[config.mk]
export PLATFORM = sky130hd
export DESIGN_NAME = dmem_store_buffer_flat
export DESIGN_NICKNAME = d
export VERILOG_FILES = /design/src/rtl/dmem_sb_pkg.sv /design/src/rtl/dmem_sb_if.sv /design/src/rtl/dmem_sb_fwd_match.sv /design/src/rtl/dmem_store_buffer.sv /design/src/flat_wrapper.sv
export SDC_FILE = /design/constraint.sdc
export NUM_CORES = 1
export LEC_CHECK = 0
export CAP_MARGIN = 5
export CELL_PAD_IN_SITES_DETAIL_PLACEMENT = 1
export CELL_PAD_IN_SITES_GLOBAL_PLACEMENT = 2
export CORE_MARGIN = 2
export CORE_UTILIZATION = 30
export DETAILED_ROUTE_END_ITERATION = 8
export GPL_ROUTABILITY_DRIVEN = 1
export PLACE_DENSITY = 0.74
export SETUP_SLACK_MARGIN = 0.2
export SLEW_MARGIN = 20
export SYNTH_ARGS = -nofsm -noshare
export SYNTH_HDL_FRONTEND = slang
export SYNTH_SLANG_ARGS = --single-unit
[constraint.sdc]
create_clock -name clk -period 2.9 [get_ports clk]
set_input_delay 0.58 -clock clk [delete_from_list [all_inputs] [get_ports clk]]
set_output_delay 0.58 -clock clk [all_outputs]
set_load 0.01 [all_outputs]
[src/rtl/dmem_sb_pkg.sv]
// Shared types and helpers for the dmem store buffer.
// Entry layout and pointer arithmetic used by the top and forwarding logic.
package dmem_sb_pkg;

  localparam int DWIDTH   = 4;
  localparam int AWIDTH   = 4;
  localparam int SB_DEPTH = 4;

  typedef struct packed {
    logic [AWIDTH-1:0] adr;
    logic [DWIDTH-1:0] data;
  } sb_entry_t;

  function automatic int ptr_inc(
    input int p,
    input int depth
  );
    return (p + 1) % depth;
  endfunction

endpackage

[src/rtl/dmem_sb_if.sv]
// Data-memory side bus of the store buffer.
// master = store buffer, slave = dmem.
interface dmem_sb_if;
  import dmem_sb_pkg::*;

  logic              mem_ready;
  logic              mem_we;
  logic [AWIDTH-1:0] mem_wadr;
  logic [DWIDTH-1:0] mem_wd;
  logic [AWIDTH-1:0] mem_radr;
  logic [DWIDTH-1:0] mem_rd;

  modport master (
    input  mem_ready,
    input  mem_rd,
    output mem_we,
    output mem_wadr,
    output mem_wd,
    output mem_radr
  );

  modport slave (
    output mem_ready,
    output mem_rd,
    input  mem_we,
    input  mem_wadr,
    input  mem_wd,
    input  mem_radr
  );

endinterface

[src/rtl/dmem_sb_fwd_match.sv]
// Youngest-match load forwarding over the valid store buffer entries.
// Later (younger) matches override earlier ones in the scan.
module sb_fwd_match
  import dmem_sb_pkg::*;
#(
  parameter  int DEPTH = SB_DEPTH,
  localparam int PW    = $clog2(DEPTH),
  localparam int CW    = $clog2(DEPTH + 1)
) (
  input  sb_entry_t         ents [DEPTH],
  input  logic [PW-1:0]     head,
  input  logic [CW-1:0]     count,
  input  logic [AWIDTH-1:0] cpu_adr,
  output logic              hit,
  output logic [DWIDTH-1:0] hit_data
);

  logic [PW-1:0] idx;

  always_comb begin
    hit      = 1'b0;
    hit_data = '0;
    idx      = '0;
    for (int i = 0; i < DEPTH; i++) begin
      idx = head + PW'(i);
      if (i < int'(count) &&
          ents[idx].adr == cpu_adr) begin
        hit      = 1'b1;
        hit_data = ents[idx].data;
      end
    end
  end

endmodule

[src/rtl/dmem_store_buffer.sv]
// Posted-write store buffer between the cpu data port and dmem.
// Stores queue in order and drain one per cycle; loads forward from it.
module dmem_store_buffer
  import dmem_sb_pkg::*;
#(
  parameter  int DEPTH = SB_DEPTH,
  localparam int PW    = $clog2(DEPTH),
  localparam int CW    = $clog2(DEPTH + 1)
) (
  input  logic              clk,
  input  logic              reset,
  input  logic              cpu_we,
  input  logic [AWIDTH-1:0] cpu_adr,
  input  logic [DWIDTH-1:0] cpu_wd,
  output logic [DWIDTH-1:0] cpu_rd,
  output logic              stall,
  dmem_sb_if.master         mem,
  output logic              empty,
  output logic [CW-1:0]     count
);

  sb_entry_t         ents [DEPTH];
  logic [PW-1:0]     head;
  logic [PW-1:0]     tail;
  logic [CW-1:0]     cnt;
  logic              full;
  logic              push;
  logic              pop;
  logic              hit;
  logic [DWIDTH-1:0] hit_data;

  assign full  = (cnt == CW'(DEPTH));
  assign empty = (cnt == '0);
  assign count = cnt;
  assign push  = cpu_we & ~full;
  assign pop   = ~empty & mem.mem_ready;
  assign stall = cpu_we & full;

  assign mem.mem_we   = ~empty;
  assign mem.mem_wadr = ents[head].adr;
  assign mem.mem_wd   = ents[head].data;
  assign mem.mem_radr = cpu_adr;

  always_ff @(posedge clk or posedge reset) begin
    if (reset) begin
      head <= '0;
      tail <= '0;
      cnt  <= '0;
    end else begin
      if (push) tail <= PW'(ptr_inc(int'(tail), DEPTH));
      if (pop)  head <= PW'(ptr_inc(int'(head), DEPTH));
      unique case ({push, pop})
        2'b10:   cnt <= cnt + 1'b1;
        2'b01:   cnt <= cnt - 1'b1;
        default: cnt <= cnt;
      endcase
    end
  end

  // Entry contents need no reset; validity comes from head/count.
  always_ff @(posedge clk) begin
    if (push) ents[tail] <= '{adr: cpu_adr, data: cpu_wd};
  end

  sb_fwd_match #(.DEPTH(DEPTH)) u_fwd (
    .ents     (ents),
    .head     (head),
    .count    (cnt),
    .cpu_adr  (cpu_adr),
    .hit      (hit),
    .hit_data (hit_data)
  );

  assign cpu_rd = hit ? hit_data : mem.mem_rd;

  a_cnt_max: assert property (
    @(posedge clk) disable iff (reset)
    cnt <= CW'(DEPTH));
  a_we_nonempty: assert property (
    @(posedge clk) disable iff (reset)
    mem.mem_we |-> !empty);
  a_stall_we: assert property (
    @(posedge clk) disable iff (reset)
    stall |-> cpu_we);

endmodule
[src/flat_wrapper.sv]
// flat-port wrapper written by rule: the top's interface ports become plain ports
module dmem_store_buffer_flat import dmem_sb_pkg::*;
#(
  parameter  int DEPTH = SB_DEPTH,
  localparam int PW    = $clog2(DEPTH),
  localparam int CW    = $clog2(DEPTH + 1)
)
  (clk, reset, cpu_we, cpu_adr, cpu_wd, cpu_rd, stall, empty, count, mem_mem_ready, mem_mem_rd, mem_mem_we, mem_mem_wadr, mem_mem_wd, mem_mem_radr);
  dmem_sb_if mem_i ();
  input  logic clk;
  input  logic reset;
  input  logic cpu_we;
  input  logic [AWIDTH-1:0] cpu_adr;
  input  logic [DWIDTH-1:0] cpu_wd;
  output logic [DWIDTH-1:0] cpu_rd;
  output logic stall;
  output logic empty;
  output logic [CW-1:0] count;
  input wire logic [$bits(mem_i.mem_ready)-1:0] mem_mem_ready;
  input wire logic [$bits(mem_i.mem_rd)-1:0] mem_mem_rd;
  output wire logic [$bits(mem_i.mem_we)-1:0] mem_mem_we;
  output wire logic [$bits(mem_i.mem_wadr)-1:0] mem_mem_wadr;
  output wire logic [$bits(mem_i.mem_wd)-1:0] mem_mem_wd;
  output wire logic [$bits(mem_i.mem_radr)-1:0] mem_mem_radr;
  assign mem_i.mem_ready = mem_mem_ready;
  assign mem_i.mem_rd = mem_mem_rd;
  assign mem_mem_we = mem_i.mem_we;
  assign mem_mem_wadr = mem_i.mem_wadr;
  assign mem_mem_wd = mem_i.mem_wd;
  assign mem_mem_radr = mem_i.mem_radr;
  dmem_store_buffer #(.DEPTH(DEPTH)) u_core (.clk(clk), .reset(reset), .cpu_we(cpu_we), .cpu_adr(cpu_adr), .cpu_wd(cpu_wd), .cpu_rd(cpu_rd), .stall(stall), .mem(mem_i), .empty(empty), .count(count));
endmodule
==> reports/qor.txt, run 1 <==
status = finished with violations
violations in the final reports = setup timing
Residual DRC = 0
EDFF count, synth = 32
# fillers = 933
Core Area = 8678 µm²
Register Area = 1137 µm²
Site Rows = 34
endpoints failing setup = 4
Hold Fails Final Rpt = 0
Final nets = 319
pin count of the biggest net entering global routing = 29
Diodes inserted = 0
DR vias = 1968
Arrival @ worst endpoint = 2570 ps
Tcrit/Tclk final = 1.085
Hold WS = 538.0 ps
1st-iter DRT viols = 62
Clock Skew = 3.074 ps
Max IR drop VDD = 496.0 µV
YS warnings = 0
drt wl/cell = 16.40 µm
Req. time, crit path = 2320 ps
Routed WL = 6608 µm
Mapped Avg Cell Area = 12.35 µm²
most frequent cells in the layout = buf_4 (42), edfxtp_1 (32), clkdlybuf4s50_1 (26)
CTS tree = built
pre-CTS setup slack = -605.9 ps
fmax = 317.7 MHz
fin crit period = 3147 ps
share of cells above drive strength 1 = 0.4102
antenna-violating nets left = 0
Die Ht = 98.52 µm
global-route wire length before repair = 10650 µm
Mapped Cells = 217
prevailing post-synth register cell = edfxtp_1
buffers added on ports = 37
MaxCap Viol Count = 0
initial antenna violation count = 0
Die Area = 9705 µm²
multi-input combinational cell area = 1667 µm²
most common cell after layout, fill and taps aside = buf_4
vias in the first global route = 2049
Final GP Congestion = 0.8437
post-synthesis sequential area ratio = 0.4239
Pwr per Cell Area = 1115 nW/µm²
Worst-Skew Late Latency = 280 ps
asr flop ratio synth = 0.1795
Num CTS Buffers = 5
worst-path fanout max = 7
# hold bufs at CTS = 0
CTS Buffer Depth = 2
Clock Tree Root = clkbuf_8
Slew Limit Fails = 0
post-synthesis cell area = 2680 µm²
leakage = 1.480 nW
Netlist cell types = 37
Die Wd = 98.52 µm
hold crit path type = primary input to async pin
final HPWL from detailed placement = 5131 µm
I/O Pins = 38
worst-margin pin slew = 543.9 ps
CTS HTree Levels = 2
Starting Density = 0.3088
Synth Net Count = 242
critical path type = flip-flop to output pin
global route total overflow = 0
DR vias/cell = 4.883
Crit. End Element = output pin
Startpoint Class = flip-flop
Slew headroom = 0.6366
Area growth syn-to-layout = 44.72%
PnR worst setup slack = -247.4 ps
setup repair after global routing missed its margin = true
clock-pin transition on the worst setup and hold timing paths = 70 ps
synthesized flop and latch total = 39
DR pass1 iterations = 4
clk sinks = 39
Total GRT Usage = 0.1363
[cell usage after synthesis (2+ instances only)]
cell / instances / share of area
clkbuf_1: 4 / 0.0056
a31oi_1: 4 / 0.0093
buf_6: 4 / 0.017
mux2_2: 4 / 0.017
a211oi_1: 4 / 0.011
or2_2: 2 / 0.0047
nand2_1: 13 / 0.018
mux4_1: 6 / 0.059
nor2_1: 7 / 0.0098
a21oi_1: 5 / 0.0093
dfrtp_1: 7 / 0.065
ha_1: 9 / 0.042
xnor2_1: 16 / 0.052
nor3_1: 8 / 0.015
buf_4: 6 / 0.017
o311ai_1: 4 / 0.013
nand3_1: 13 / 0.024
mux2i_1: 17 / 0.063
inv_1: 7 / 0.0098
nand2b_1: 2 / 0.0047
o21ai_0: 6 / 0.011
mux4_2: 10 / 0.084
or2b_1: 3 / 0.0084
xor2_1: 6 / 0.020
edfxtp_1: 32 / 0.36
and3_1: 2 / 0.0047
and2_1: 6 / 0.014
[cell type report]
cell class                 count  area share
clock inverter                 2    0.009032
clock buffer                   6     0.02129
multi-input combinational    156      0.4297
timing repair buffer          85      0.2052
sequential                    39      0.2932
tap                          108     0.03484
inverter                       7    0.006774
[per-layer routing]
layer	share of wire	vias to the layer above	global-route usage
met5	0	-	0
met4	0.014	0	0.04636
met3	0.025	4	0.01348
met2	0.50	35	0.2282
met1	0.46	962	0.1862
li1	-	967	-
[metrics by stage]
step | power (W) | cells | setup TNS, ps | area, µm² | utilization
after floorplan | 0.002371 | 217 | 0 | 2686 | -
after global placement | 0.003342 | 388 | -2139 | 3415 | 0.3935
after detailed placement | 0.003400 | 388 | -2382 | 3415 | 0.3935
after CTS | 0.004133 | 401 | -993.3 | 3717 | 0.4283
after global routing | 0.004614 | 403 | -1421 | 3879 | 0.4469
final | 0.004325 | 403 | -934.7 | 3879 | 0.4469
[power by group]
part	leakage (nW)	switching, W	internal (W)	total, W
sequential	0.375	0.000118	0.000764	0.000882
combinational	1.04	0.00139	0.00160	0.00299
clock	0.0612	0.000175	0.000278	0.000453
total	1.48	0.00168	0.00264	0.00433
[registers in the layout (all words and copies together) (netlist names)]
name	flops
u_core.ents	32
u_core.count	3
u_core.head	2
u_core.tail	2
[critical path: stages, from the launching register on]
cell and delay (ps):
dfrtp_2 410, buf_6 130, buf_16 120, mux4_2 520, xor2_2 200, nor4_4 60, buf_4 160, o2bb2ai_4 120
or2_4 250, a31oi_1 160, buf_2 150
[cell families after synthesis]
logic type,synth area share
fa+ha+maj,0.04202
flops,0.4239
xor+xnor,0.07189
mux,0.2232
buf+inv,0.05088
simple gates,0.1228
compound gates,0.06536
[repair_timing]
item / in CTS / in global routing
buffers inserted: 4 / 2
gates resized for setup: 51 / 33
pin swaps: 5 / 2
gates cloned: 1 / 0
setup endpoints to repair: 9 / 10
[final timing paths]
path / start / end / slack, ps / depth (start not counted)
max in group asynchronous: reset / u_core.head[0]$_DFFE_PP0P_ / 2120 / 2
setup reg to reg: u_core.count[0]$_DFFE_PP0P_ / u_core.ents[21]$_DFFE_PP_ / 740 / 5
hold reg to reg: u_core.tail[0]$_DFFE_PP0P_ / u_core.tail[0]$_DFFE_PP0P_ / 630 / 2
setup / recovery: u_core.head[0]$_DFFE_PP0P_ / cpu_rd[0] / -250 / 10
hold / removal: reset / u_core.tail[1]$_DFFE_PP0P_ / 540 / 2
min in group clk: u_core.tail[0]$_DFFE_PP0P_ / u_core.tail[0]$_DFFE_PP0P_ / 630 / 2
Note: power is estimated with default switching activity, not from simulation.
==> inputs of run 2 (changes only) <==
REMOVE_ABC_BUFFERS = 1   (was default)
==> reports/qor.txt, run 2 (synthesized netlist as in run 1, its figures left out) <==
status = finished with violations
violations in the final reports = setup timing
setup repair after global routing missed its margin = true
initial antenna violation count = 0
CTS tree = built
PnR worst setup slack = -380.8 ps
multi-input combinational cell area = 1634 µm²
Site Rows = 34
Clock Skew = 10.68 ps
Residual DRC = 0
Slew Limit Fails = 0
Die Wd = 98.52 µm
antenna-violating nets left = 0
most common cell after layout, fill and taps aside = buf_4
Max IR drop VDD = 434.3 µV
Int Power = 0.002640 W
Reg power frac = 0.207
reg2reg end = u_core.ents[1]$_DFFE_PP_
fmax = 304.8 MHz
pin count of the biggest net entering global routing = 15
Largest Register = u_core.ents
Total GRT Usage = 0.1429
GRT Max-Usage Layer = met2
power share of the combinational group = 0.714
Final nets = 329
Slew headroom = 0.6185
Die Ht = 98.52 µm
drt wl/cell = 16.65 µm
critical path type = flip-flop to output pin
met3 global-route usage = 0.01986
final core occ = 0.4516
CP Cell Sequence = buf_16, mux4_2, xor2_4, nor4_4, buf_4, o2bb2ai_4, or2_4, a31oi_1, buf_2
Worst Setup EP = cpu_rd[3]
final HPWL from detailed placement = 4804 µm
Tcrit/Tclk final = 1.131
Arrival @ worst endpoint = 2700 ps
Pwr per Cell Area = 1107 nW/µm²
Crit. End Element = output pin
worst-path fanout max = 7
Num CTS Buffers = 5
Register Area = 1139 µm²
CTS Buffer Depth = 2
DR pass1 iterations = 4
# hold bufs at CTS = 0
worst-margin pin slew = 572.3 ps
Diodes inserted = 0
Crit Reg-Reg Startpoint = u_core.count[0]$_DFFE_PP0P_
clk sinks = 39
Die Area = 9705 µm²
Post-Layout Cell Count = 413
Max stage delay cell, worst path = mux4_2
Starting Density = 0.3088
I/O Pins = 38
1st-iter DRT viols = 37
fin crit period = 3281 ps
Core Area = 8678 µm²
vias in the first global route = 2075
# fillers = 955
Sw Share = 0.3914
dpl cells = 384
met2 usage = 0.2465
Req. time, crit path = 2320 ps
R2R Setup Slk = 630 ps
hold crit path type = primary input to async pin
CTS HTree Levels = 2
max incr delay on CP = 550 ps
endpoints failing setup = 4
Final GP Congestion = 0.8352
global route total overflow = 0
share of cells above drive strength 1 = 0.4197
Hold Fails Final Rpt = 0
DR vias = 2044
DR vias/cell = 4.949
clock-pin transition on the worst setup and hold timing paths = 80 ps
GR Util met1 = 0.1922
Worst-Skew Late Latency = 290 ps
clock group share of total power = 0.080
global-route wire length before repair = 10880 µm
Net Sw Power = 0.001698 W
Clock Tree Root = clkbuf_8
R2R depth = 5
Startpoint Class = flip-flop
max reg flops = 32
Area growth syn-to-layout = 46.22%
most frequent cells in the layout = buf_4 (49), edfxtp_1 (32), clkdlybuf4s50_1 (26)
MaxCap Viol Count = 0
buffers added on ports = 37
launch point of the worst path = u_core.head[0]$_DFFE_PP0P_
leakage = 1.506 nW
Routed WL = 6875 µm
## run 2: layout make-up
cell class                      count  area share
Sequential cell                    39      0.2905
Clock buffer                        7     0.01948
Tap cell                          108     0.03448
Clock inverter                      1    0.001277
Inverter                            7    0.006705
Timing Repair Buffer               95      0.2305
Multi-Input combinational cell    156      0.4170
## run 2: what timing repair did
action                                  CTS  global route
gates cloned                              2             1
endpoints found under the setup margin   11             8
resized for setup                        62            22
buffers inserted                         12             6
pin swaps                                10             8
## run 2: worst min-delay path by stage
stage / start / slack (ps) / end
6_report: reset / 510 / u_core.tail[0]$_DFFE_PP0P_
3_3_place_gp: u_core.head[1]$_DFFE_PP0P_ / 600 / u_core.head[1]$_DFFE_PP0P_
5_1_grt: reset / 520 / u_core.tail[0]$_DFFE_PP0P_
3_5_place_dp: u_core.head[1]$_DFFE_PP0P_ / 610 / u_core.head[1]$_DFFE_PP0P_
4_1_cts: reset / 510 / u_core.tail[1]$_DFFE_PP0P_
2_1_floorplan: reset / 380 / u_core.count[0]$_DFFE_PP0P_
## run 2: per-stage QoR
stage          hold WS (ps)  area, µm²  setup TNS [ps]  worst slack, ps  power [W]
6_report              511.9       3919           -1507           -380.8   0.004338
5_1_grt               522.5       3919           -2012           -527.3   0.004647
4_1_cts               513.8       3736           -1442           -387.1   0.004121
3_5_place_dp          612.1       3378           -2621           -692.0   0.003357
3_3_place_gp          602.3       3378           -2271           -584.8   0.003290
2_1_floorplan         383.4       2570           -2600           -680.7   0.002266
## run 2: worst max-delay path: cells and delay by family, from the launching register on
kind | cells | cell delay (ps)
AOI/OAI and AO/OA | 2 | 210
buffers and inverters | 3 | 490
DFF | 1 | 460
and+or+nand+nor | 2 | 510
muxes | 1 | 550
xor gates and xnor gates | 1 | 190
## run 2: per-layer routing
| layer | vias up | routed length [µm] |
|---|---|---|
| met2 | 31 | 3452 |
| met1 | 1022 | 3194 |
| li1 | 986 | - |
| met5 | - | 0 |
| met4 | 0 | 62 |
| met3 | 5 | 166 |
## run 2: power by group through the flow
stage | Clock [W] | Sequential, W | Combinational, W
after floorplan | 0 | 0.00101 | 0.00126
after global placement | 0 | 0.000863 | 0.00243
after detailed placement | 0 | 0.000876 | 0.00248
after CTS | 0.000359 | 0.000882 | 0.00288
after global routing | 0.000384 | 0.000913 | 0.00335
final | 0.000345 | 0.000897 | 0.00310
==> inputs of run 3 (changes only) <==
PLACE_DENSITY = 0.77   (was 0.74)
clock period = 2.7 ns   (was 2.9 ns; I/O delays follow)
==> reports/qor.txt, run 3 (synthesized netlist as in run 1, its figures left out) <==
status = finished with violations
violations in the final reports = setup timing
vias in the first global route = 2160
Final GP Congestion = 0.7819
share of cells above drive strength 1 = 0.4097
Slew headroom = 0.6248
Overall Power = 0.004585 W
power share of the combinational group = 0.669
Worst-Skew Late Latency = 290 ps
most frequent cells in the layout = buf_4 (60), edfxtp_1 (32), clkdlybuf4s50_1 (26)
Pwr per Cell Area = 1183 nW/µm²
DR pass1 iterations = 4
global route total overflow = 0
final core occ = 0.4465
Hold WS = 480.0 ps
Routed WL = 6865 µm
max reg flops = 32
Max IR drop VDD = 366.3 µV
endpoints failing setup = 4
Int Power = 0.002819 W
clock-pin transition on the worst setup and hold timing paths = 80 ps
fmax = 312.4 MHz
worst-margin pin slew = 561.6 ps
most common cell after layout, fill and taps aside = buf_4
Reg power frac = 0.206
PnR worst setup slack = -500.5 ps
Die Wd = 98.52 µm
Slew Limit Fails = 0
Starting Density = 0.3088
Num CTS Buffers = 5
clk sinks = 39
Die Ht = 98.52 µm
initial antenna violation count = 0
Arrival @ worst endpoint = 2660 ps
Largest Register = u_core.ents
Post-Layout Cell Count = 418
Core Area = 8678 µm²
worst-path fanout max = 7
Die Area = 9705 µm²
Diodes inserted = 0
fin crit period = 3201 ps
CTS HTree Levels = 2
Req. time, crit path = 2160 ps
Clock Tree Root = clkbuf_8
1st-iter DRT viols = 35
leakage = 1.493 nW
DR vias = 2039
Residual DRC = 0
Total GRT Usage = 0.1441
Final nets = 334
Sw Share = 0.3851
R2R Setup Slk = 530 ps
pre-CTS setup slack = -831.2 ps
clock group share of total power = 0.125
Net Sw Power = 0.001766 W
Hold Fails Final Rpt = 0
dpl cells = 399
antenna-violating nets left = 0
I/O Pins = 38
CTS tree = built
critical path type = flip-flop to output pin
setup repair after global routing missed its margin = true
Tcrit/Tclk final = 1.185
Area growth syn-to-layout = 44.58%
Clock Skew = 10.37 ps
Site Rows = 34
DR vias/cell = 4.878
hold crit path type = primary input to async pin
MaxCap Viol Count = 0
global-route wire length before repair = 11050 µm
pin count of the biggest net entering global routing = 20
drt wl/cell = 16.42 µm
final HPWL from detailed placement = 5256 µm
Crit. End Element = output pin
buffers added on ports = 37
CTS Buffer Depth = 2
Startpoint Class = flip-flop
## run 3: cell count changes in the layout (fill, tap and decap cells not counted), moves of 2 or more
cell	previous run	this run
nand3_1	10	12
xnor2_1	10	12
buf_4	49	60
mux4_1	0	2
nand3_2	4	1
mux4_2	16	14
bufinv_16	0	2
buf_12	4	2
dlymetal6s2s_1	2	0
## run 3: power by group through the flow
| stage | combinational (W) | clock, W | sequential, W |
|---|---|---|---|
| after floorplan | 0.00135 | 0 | 0.00109 |
| after global placement | 0.00264 | 0 | 0.000930 |
| after detailed placement | 0.00270 | 0 | 0.000945 |
| after CTS | 0.00306 | 0.000584 | 0.000944 |
| after global routing | 0.00332 | 0.000607 | 0.000967 |
| final | 0.00307 | 0.000573 | 0.000946 |
## run 3: final timing paths
check / startpoint / to / depth (start not counted)
worst max-delay path: u_core.head[0]$_DFFE_PP0P_ / cpu_rd[2] / 9
worst min-delay path: reset / u_core.count[2]$_DFFE_PP0P_ / 2
worst max register to register: u_core.count[0]$_DFFE_PP0P_ / u_core.ents[19]$_DFFE_PP_ / 6
worst min register to register: u_core.tail[0]$_DFFE_PP0P_ / u_core.tail[0]$_DFFE_PP0P_ / 2
max in group asynchronous: reset / u_core.head[0]$_DFFE_PP0P_ / 2
min in group clk: u_core.tail[0]$_DFFE_PP0P_ / u_core.tail[0]$_DFFE_PP0P_ / 2
## run 3: metrics by stage
step	setup TNS [ps]	instance area [µm²]
final	-1969	3875
after global routing	-2540	3875
after CTS	-1934	3855
after detailed placement	-3272	3478
after global placement	-2774	3478
after floorplan	-3240	2570
## run 3: final cells by class
| class | count | area [µm²] |
|---|---|---|
| fillers | 951 | 4803 |
| multi-input cells | 156 | 1595 |
| flip-flops and latches | 39 | 1137 |
| repair buffers | 100 | 848.3 |
| well taps | 108 | 135.1 |
| clock buffers | 6 | 72.57 |
| clock inverters | 2 | 60.06 |
| inverters | 7 | 26.28 |
## run 3: metal layers
layer  share of wire  GRT usage  wire length [µm]
met5               0          0                 0
met4          0.0084    0.03161                58
met3           0.036    0.01986               249
met2            0.51     0.2512              3511
met1            0.44     0.1920              3047
## run 3: repair_timing
action	CTS	global route
pin swaps	7	0
hold buffers	0	0
endpoints found under the setup margin	12	7
resized for setup	70	8
buffers inserted	11	0
## run 3: worst max-delay path, cell delays in order (launching register included)
cell and delay [ps]:
dfrtp_2 460, buf_6 170, mux4_2 530, xor2_2 180, nor4_4 270, buf_4 170
and2_4 180, o311ai_2 120, a31oi_1 140, buf_2 150
